<file path="src/rtl/vga_pattern_sequencer.sv">
// vga_pattern_sequencer: turns debounced switch presses and an auto-cycle timer
// into a pattern index. Changes are staged in a target register and committed
// to o_Pattern only on a frame start, so a frame never tears.
// Optional build macro: VGA_SEQ_BLANK_EN adds a one-frame black-out before
// each commit.
//
// state   | meaning
// --------+-----------------------------------------------------------
// IDLE    | nothing staged; o_Pattern equals the committed target
// PENDING | target differs from (or re-requests) o_Pattern, awaiting frame start
// APPLY   | o_Pattern just changed; o_Update pulses for this one cycle
// BLANK   | (macro only) screen forced black for one frame before the commit
module vga_pattern_sequencer #(
  parameter int NUM_PATTERNS = 8,
  parameter int PAT_W        = 3,
  parameter int AUTO_FRAMES  = 60,
  parameter int FCNT_W       = 8
) (
  input  logic             CLK,
  input  logic             RST_N,
  input  logic             i_SW1,
  input  logic             i_SW2,
  input  logic             i_SW3,
  input  logic             i_SW4,
  input  logic             i_Frame_Start,
  output logic [PAT_W-1:0] o_Pattern,
  output logic             o_Update,
  output logic             o_Pending,
  output logic             o_Auto,
  output logic             o_Blank
);

  typedef enum logic [1:0] {
    S_IDLE,
    S_PENDING,
    S_APPLY
`ifdef VGA_SEQ_BLANK_EN
    , S_BLANK
`endif
  } state_t;

  localparam logic [PAT_W-1:0]  PAT_LAST = PAT_W'(NUM_PATTERNS - 1);
  localparam logic [FCNT_W-1:0] CNT_LAST = FCNT_W'(AUTO_FRAMES - 1);

  state_t            state, state_nxt;
  logic [3:0]        sw_prev;
  logic [3:0]        sw_now;
  logic [3:0]        press;
  logic              man_zero, man_next, man_prev, man_any;
  logic              auto_tick, accept, commit, restage;
  logic [PAT_W-1:0]  r_target, target_inc, target_dec, target_nxt;
  logic [FCNT_W-1:0] frame_cnt;

  assign sw_now   = {i_SW4, i_SW3, i_SW2, i_SW1};
  assign press    = sw_now & ~sw_prev;
  // SW3 overrides next/prev; next and prev together cancel out.
  assign man_zero = press[2];
  assign man_next = press[0] & ~press[1] & ~press[2];
  assign man_prev = press[1] & ~press[0] & ~press[2];
  assign man_any  = man_zero | man_next | man_prev;

  assign auto_tick = o_Auto & i_Frame_Start & (frame_cnt == CNT_LAST);
  assign accept    = man_any | auto_tick;

  assign target_inc = (r_target == PAT_LAST) ? '0 : r_target + 1'b1;
  assign target_dec = (r_target == '0) ? PAT_LAST : r_target - 1'b1;

  // Target selection: manual presses win over the internal auto step.
  always_comb begin
    target_nxt = r_target;
    if (man_zero)       target_nxt = '0;
    else if (man_next)  target_nxt = target_inc;
    else if (man_prev)  target_nxt = target_dec;
    else if (auto_tick) target_nxt = target_inc;
  end

  // Next-state and output decode. restage remembers a press that landed in
  // the commit cycle so APPLY keeps the change pending for the next frame.
  always_comb begin
    state_nxt = state;
    commit    = 1'b0;
    o_Update  = 1'b0;
    o_Pending = 1'b0;
    o_Blank   = 1'b0;
    case (state)
      S_IDLE: begin
        if (accept) state_nxt = S_PENDING;
      end
      S_PENDING: begin
        o_Pending = 1'b1;
        if (i_Frame_Start) begin
`ifdef VGA_SEQ_BLANK_EN
          state_nxt = S_BLANK;
`else
          commit    = 1'b1;
          state_nxt = S_APPLY;
`endif
        end
      end
      S_APPLY: begin
        o_Update  = 1'b1;
        o_Pending = accept | restage;
        state_nxt = (accept | restage) ? S_PENDING : S_IDLE;
      end
`ifdef VGA_SEQ_BLANK_EN
      S_BLANK: begin
        o_Pending = 1'b1;
        o_Blank   = 1'b1;
        if (i_Frame_Start) begin
          commit    = 1'b1;
          state_nxt = S_APPLY;
        end
      end
`endif
      default: state_nxt = S_IDLE;
    endcase
  end

  // State, edge history, target, committed pattern and restage flag.
  always_ff @(posedge CLK or negedge RST_N) begin
    if (!RST_N) begin
      state     <= S_IDLE;
      sw_prev   <= '0;
      r_target  <= '0;
      o_Pattern <= '0;
      restage   <= 1'b0;
    end else begin
      state    <= state_nxt;
      sw_prev  <= sw_now;
      r_target <= target_nxt;
      restage  <= commit & accept;
      if (commit) o_Pattern <= r_target;
    end
  end

  // Auto mode flag and frame counter; any toggle or manual press restarts the count.
  always_ff @(posedge CLK or negedge RST_N) begin
    if (!RST_N) begin
      o_Auto    <= 1'b0;
      frame_cnt <= '0;
    end else begin
      if (press[3]) o_Auto <= ~o_Auto;
      if (press[3] | man_any)
        frame_cnt <= '0;
      else if (o_Auto & i_Frame_Start)
        frame_cnt <= (frame_cnt == CNT_LAST) ? '0 : frame_cnt + 1'b1;
    end
  end

endmodule

</file>
<file path="config.mk">
export PLATFORM = sky130hd
export DESIGN_NAME = vga_pattern_sequencer
export DESIGN_NICKNAME = d
export VERILOG_FILES = /design/src/rtl/vga_pattern_sequencer.sv
export SDC_FILE = /design/constraint.sdc
export NUM_CORES = 1
export LEC_CHECK = 0
export BUFFER_PORTS_ARGS = -buffer_cell sky130_fd_sc_hd__buf_2
export CAP_MARGIN = 10
export CORE_MARGIN = 1.5
export CORE_UTILIZATION = 60
export DETAILED_ROUTE_END_ITERATION = 10
export HOLD_SLACK_MARGIN = 0.02
export PLACE_DENSITY = 0.82
export SKIP_LAST_GASP = 1
export SYNTH_ARGS = -nofsm -noshare
export SYNTH_HDL_FRONTEND = slang
export SYNTH_SLANG_ARGS = --single-unit
</file>
<file path="constraint.sdc">
create_clock -name CLK -period 3.3 [get_ports CLK]
set_clock_uncertainty 0.1 [all_clocks]
set_input_delay 0.66 -clock CLK [delete_from_list [all_inputs] [get_ports CLK]]
set_output_delay 0.66 -clock CLK [all_outputs]
set_load 0.005 [all_outputs]
</file>
## Word-level counts from Yosys, hierarchy flattened

Cells that the tools add are included.

- Mux-type cells: 17
- Eq/ne operators: 6
- Shift-type cells: 0
- Multiply operators: 0
- Add/sub/neg operators: 3
- Div/mod/pow operators: 0
- Magnitude comparators: 0
- Reductions and logical operators: 5
- Bitwise logic cells: 18

Operator list:

| kind | number |
|---|---|
| 8-bit 2-to-1 mux | 3 |
| 3-bit 2-to-1 mux | 6 |
| 8-bit by 1-bit adder with 8-bit output, second input constant | 1 |
| 8-bit by 6-bit == test with 1-bit output, second input constant | 1 |
| 1-bit bitwise AND | 7 |
| 2-bit case mux with 3 select lines | 1 |
| 1-bit bitwise OR | 5 |
| 4-bit bitwise AND | 1 |
| 1-bit 2-to-1 mux | 4 |
| 2-bit 2-to-1 mux | 2 |
| 2-bit inequality test, second input constant | 2 |
| 1-bit NOT | 4 |
| 4-bit NOT | 1 |
| 4-bit nonzero test | 1 |
| 3-bit by 1-bit adder with 3-bit output, second input constant | 1 |
| 3-bit == test, second input constant | 1 |
| 3-bit logical NOT | 1 |
| 3-bit by 1-bit subtractor with 3-bit output, second input constant | 1 |
| 2-bit by 1-bit == test with 1-bit output, second input constant | 1 |
| 2-bit == test, second input constant | 1 |
| 2-bit logical NOT | 1 |
| 1-bit case mux with 2 select lines | 1 |
| 2-bit AND reduction | 1 |
| 2-bit nonzero test | 1 |

- Memory bits (writable): 0
- Input bits: 7
- Flip-flop bits (word level): 22
- Latch bits: 0
- Word-level logic and storage cells: 56
- ROM bits: 0
- Output and inout port bits: 7
- Memories: 0

## Logic depth before layout (Yosys ltp)

- Depth after elaboration: 11
- Depth in mapped cells: 7
- Gate-level depth less buffers: 6

## Worst setup path after synthesis

OpenSTA, ideal clock, no wires.

- Path kind: input-to-output
- From: input port i_SW1
- To: output port o_Pending
- Buffers on the path: 1
- Setup slack: 954 ps
- Data arrival time: 1586 ps
- Stages: 6
- Required time: 2540 ps
- Cell sequence: and2b_1 > xnor2_1 > a211oi_2 > buf_6 > a21boi_0 > o21a_1

- Word-level cells in the longest chain between the ends: 8
- Elaborated cells on any way between the ends: 11
- Classes of those cells: mux: 1; bitwise: 10

RTL lines:

| item | RTL line | RTL |
|---|---|---|
| start: declaration | 21 | `input logic i_SW1,` |
| 4-bit bitwise AND * | 55 | `assign press = sw_now & ~sw_prev;` |
| 1-bit bitwise AND or 1-bit NOT (tied branches) | 58, 59 |  |
| 1-bit bitwise AND, on equally long branches | 58, 59 |  |
| 1-bit bitwise OR or 1-bit bitwise AND (tied branches) | 60, 59 |  |
| 1-bit bitwise OR * | 60 | `assign man_any = man_zero \| man_next \| man_prev;` |
| 1-bit bitwise OR * | 63 | `assign accept = man_any \| auto_tick;` |
| 1-bit bitwise OR * | 102 | `o_Pending = accept \| restage;` |
| 1-bit case mux with 2 select lines * | 85 | `case (state)` |
| end: declaration | 28 | `output logic o_Pending,` |

Every way passes the cells marked *; elsewhere a longest branch is shown, timed or not.

## Worst setup path after layout

- From: register frame_cnt[0]
- To: output port o_Pending

- Word-level cells in the longest chain between the ends: 5

RTL lines:

| item | RTL line | RTL |
|---|---|---|
| start: declaration | 52 | `logic [FCNT_W-1:0] frame_cnt;` |
| start signal: assignment | 146 | `frame_cnt <= (frame_cnt == CNT_LAST) ? '0 : frame_cnt + 1'b1;` |
| 8-bit by 6-bit == test with 1-bit output | 62 | `assign auto_tick = o_Auto & i_Frame_Start & (frame_cnt == CNT_LAST);` |
| 1-bit bitwise AND | 62 |  |
| 1-bit bitwise OR | 63 |  |
| 1-bit bitwise OR | 102 |  |
| 1-bit case mux with 2 select lines | 85 |  |

Every way passes these cells.

==> flow_summary.ini <==
[setup_path]
rrSetupSlack_ps = 1060
cp.required_ps = 2540
reg2reg_depth = 7
critPathSlowestCell = dfrtp_1
crit_type = flop to primary output
critPathLaunch = frame_cnt[0]
crit_chain = ha_1 -> nand4b_2 -> nor4b_4 -> a211oi_2 -> buf_4 -> a21boi_0 -> o21a_1 -> buf_2
start_kind = flop
cpPeakStageDelay_ps = 410
crit_path_end_kind = primary output
crit_buf_inv = 2
timing.rr.end = r_target[0]
crit_family = simple AND/OR/NAND/NOR gates
arrival_ps = 2190
r2r-start = frame_cnt[0]
worst-path-max-fanout = 11

[global_routing]
grt_pass1_wl_um = 3640
overflow = 0
first_global_vias = 870
grt_max_degree = 23
antenna_found_initial = 0
grt_usage = 0.231

[final_layout]
layout_commonest_cell = dfrtp_1
syn_to_final_growth_pct = 8.19
drive_above_1_share = 0.200
stdcell_count = 157
n_antenna_cell = 0
mostFrequentLayoutCells = 22 x dfrtp_1, 12 x nand2_1, 12 x buf_2, 10 x ha_1, 8 x a21oi_1
fillers = 151
nets = 149

[placed_design]
place_congestion = 0.796
io_buffers = 12
place_inst = 154
hpwl_um = 1700

[timing]
rsz0062_at_grt = no
slew_violations = 0
timing.final.crit_period_ps = 2950
fmax_ghz = 0.339
period_share = 0.895
hold_viol = 0
tightest_slew_ps = 600
tns_ps = 0
finalSetupViolCount = 0
slew_headroom = 0.599

[floorplan]
io-pin-count = 14
fp.dieW_um = 48.1
core_area_mm2 = 0.00194
die_y_um = 48.1
start_util = 0.630
die-area_mm2 = 0.00232
placementRows = 16

[pwr]
power_density_mw_per_mm2 = 596
peakVddDrop_uv = 459
power.leakage_nw = 0.628

[drt]
route.detailed.drc = 0
vias = 891
drt-total-wl_um = 2240
drt-initial-drc-count = 6
vias_per_cell = 5.68
dr.pass1.iters = 4
ant_nets = 0
routedWlPerCell_um = 14.3

[clock_tree]
h-tree-depth = 1
clockBufferDepth = 2
post_cts_buffers = 0
ctsHoldBuffers = 0
cts.root.buffer_cell = clkbuf_4
cts_resized = 0
cts_buffers = 3
cts.clk_slew.worst_paths_ps = 120
cts_tree = done
clock_latency_ps = 300
clock_sinks = 22

[synthesis]
yosysUniqueCellTypes = 39
ys_async_sr_fraction = 1.00
ys_ff_latch = 22
avgSynthCellArea_um2 = 10.4
syn_nets = 134
ys.warnings.count = 0
synth_seq_area_share = 0.450
synthFlopType = dfrtp_1
synth_area_mm2 = 0.00122
syn_inst = 117
synth_edf_count = 0

[min_path]
hold_path.class = input port to async pin

[run_status]
status = finished, final reports clean

[flow_run]
drv_cap = 0
-- cell type report --
cell class	instances	area, um2	area share
clock buffer	3	22.5	0.0170
inverter	5	18.8	0.0142
multi-input combinational	87	629	0.476
sequential	22	551	0.416
tap	27	33.8	0.0255
timing repair buffer	13	67.6	0.0511
-- cells in the mapped netlist (3+ instances only) --
| master | count | area [um2] |
|---|---|---|
| nand2_1 | 12 | 45.0 |
| nor3_1 | 3 | 15.0 |
| or3_1 | 3 | 18.8 |
| a21oi_1 | 8 | 40.0 |
| nor2_1 | 5 | 18.8 |
| inv_1 | 5 | 18.8 |
| o21ai_0 | 7 | 35.0 |
| ha_1 | 10 | 125 |
| o31ai_1 | 4 | 30.0 |
| xnor2_1 | 3 | 26.3 |
| dfrtp_1 | 22 | 551 |
-- state kept, by name, indices dropped and copies added (netlist names) --
name,flops
state,2
sw_prev,4
o_Auto,1
r_target,3
o_Pattern,3
restage,1
frame_cnt,8
-- worst max-delay path by stage --
stage,end,depth (start not counted)
floorplan,o_Pending,6
global placement,o_Pending,7
detailed placement,o_Pending,7
CTS,o_Pending,8
global route,o_Pending,8
finish,o_Pending,8
-- metrics by stage --
step	power (W)	hold WS (ps)	instance area, um2	utilization	worst slack, ps
floorplan	0.000580	264	1220	-	954
global placement	0.000655	363	1300	0.669	694
detailed placement	0.000673	374	1300	0.669	646
CTS	0.000799	209	1320	0.681	320
global route	0.000846	231	1320	0.681	160
finish	0.000788	202	1320	0.681	346
-- worst register-to-register path, cell delays in order (launching register included) --
cell and delay (ps):
dfrtp_1 410, ha_1 240, nand4b_2 140, nor4b_4 400
a211oi_2 130, buf_4 200, or4_1 460, o21ai_0 90
-- kinds of logic (layout without fill, tap and decap cells) --
group | count (synthesis) | in the layout | synth area share
AO/OA/AOI/OAI | 26 | 26 | 0.137
other | 1 | 1 | 0.00307
XOR/XNOR | 4 | 4 | 0.0287
AND/OR/NAND/NOR | 43 | 43 | 0.217
multiplexers | 3 | 3 | 0.0266
adder cells (fa/ha/maj) | 10 | 10 | 0.102
buffers and inverters | 8 | 21 | 0.0348
flip-flops | 22 | 22 | 0.450
-- per-layer routing --
| layer | wire length, um | global-route usage | vias up |
|---|---|---|---|
| li1 | - | - | 442 |
| met1 | 1010 | 0.265 | 437 |
| met2 | 1170 | 0.421 | 10 |
| met3 | 52 | 0.0407 | 2 |
| met4 | 12 | 0.0973 | 0 |
| met5 | 0 | 0 | - |
-- power by group --
group	switching, W	internal, W	leakage (nW)
Combinational	0.000149	0.000143	0.328
Sequential	0.0000529	0.000325	0.285
Clock	0.0000752	0.0000425	0.0138
Power figures use the tool's default switching activity.
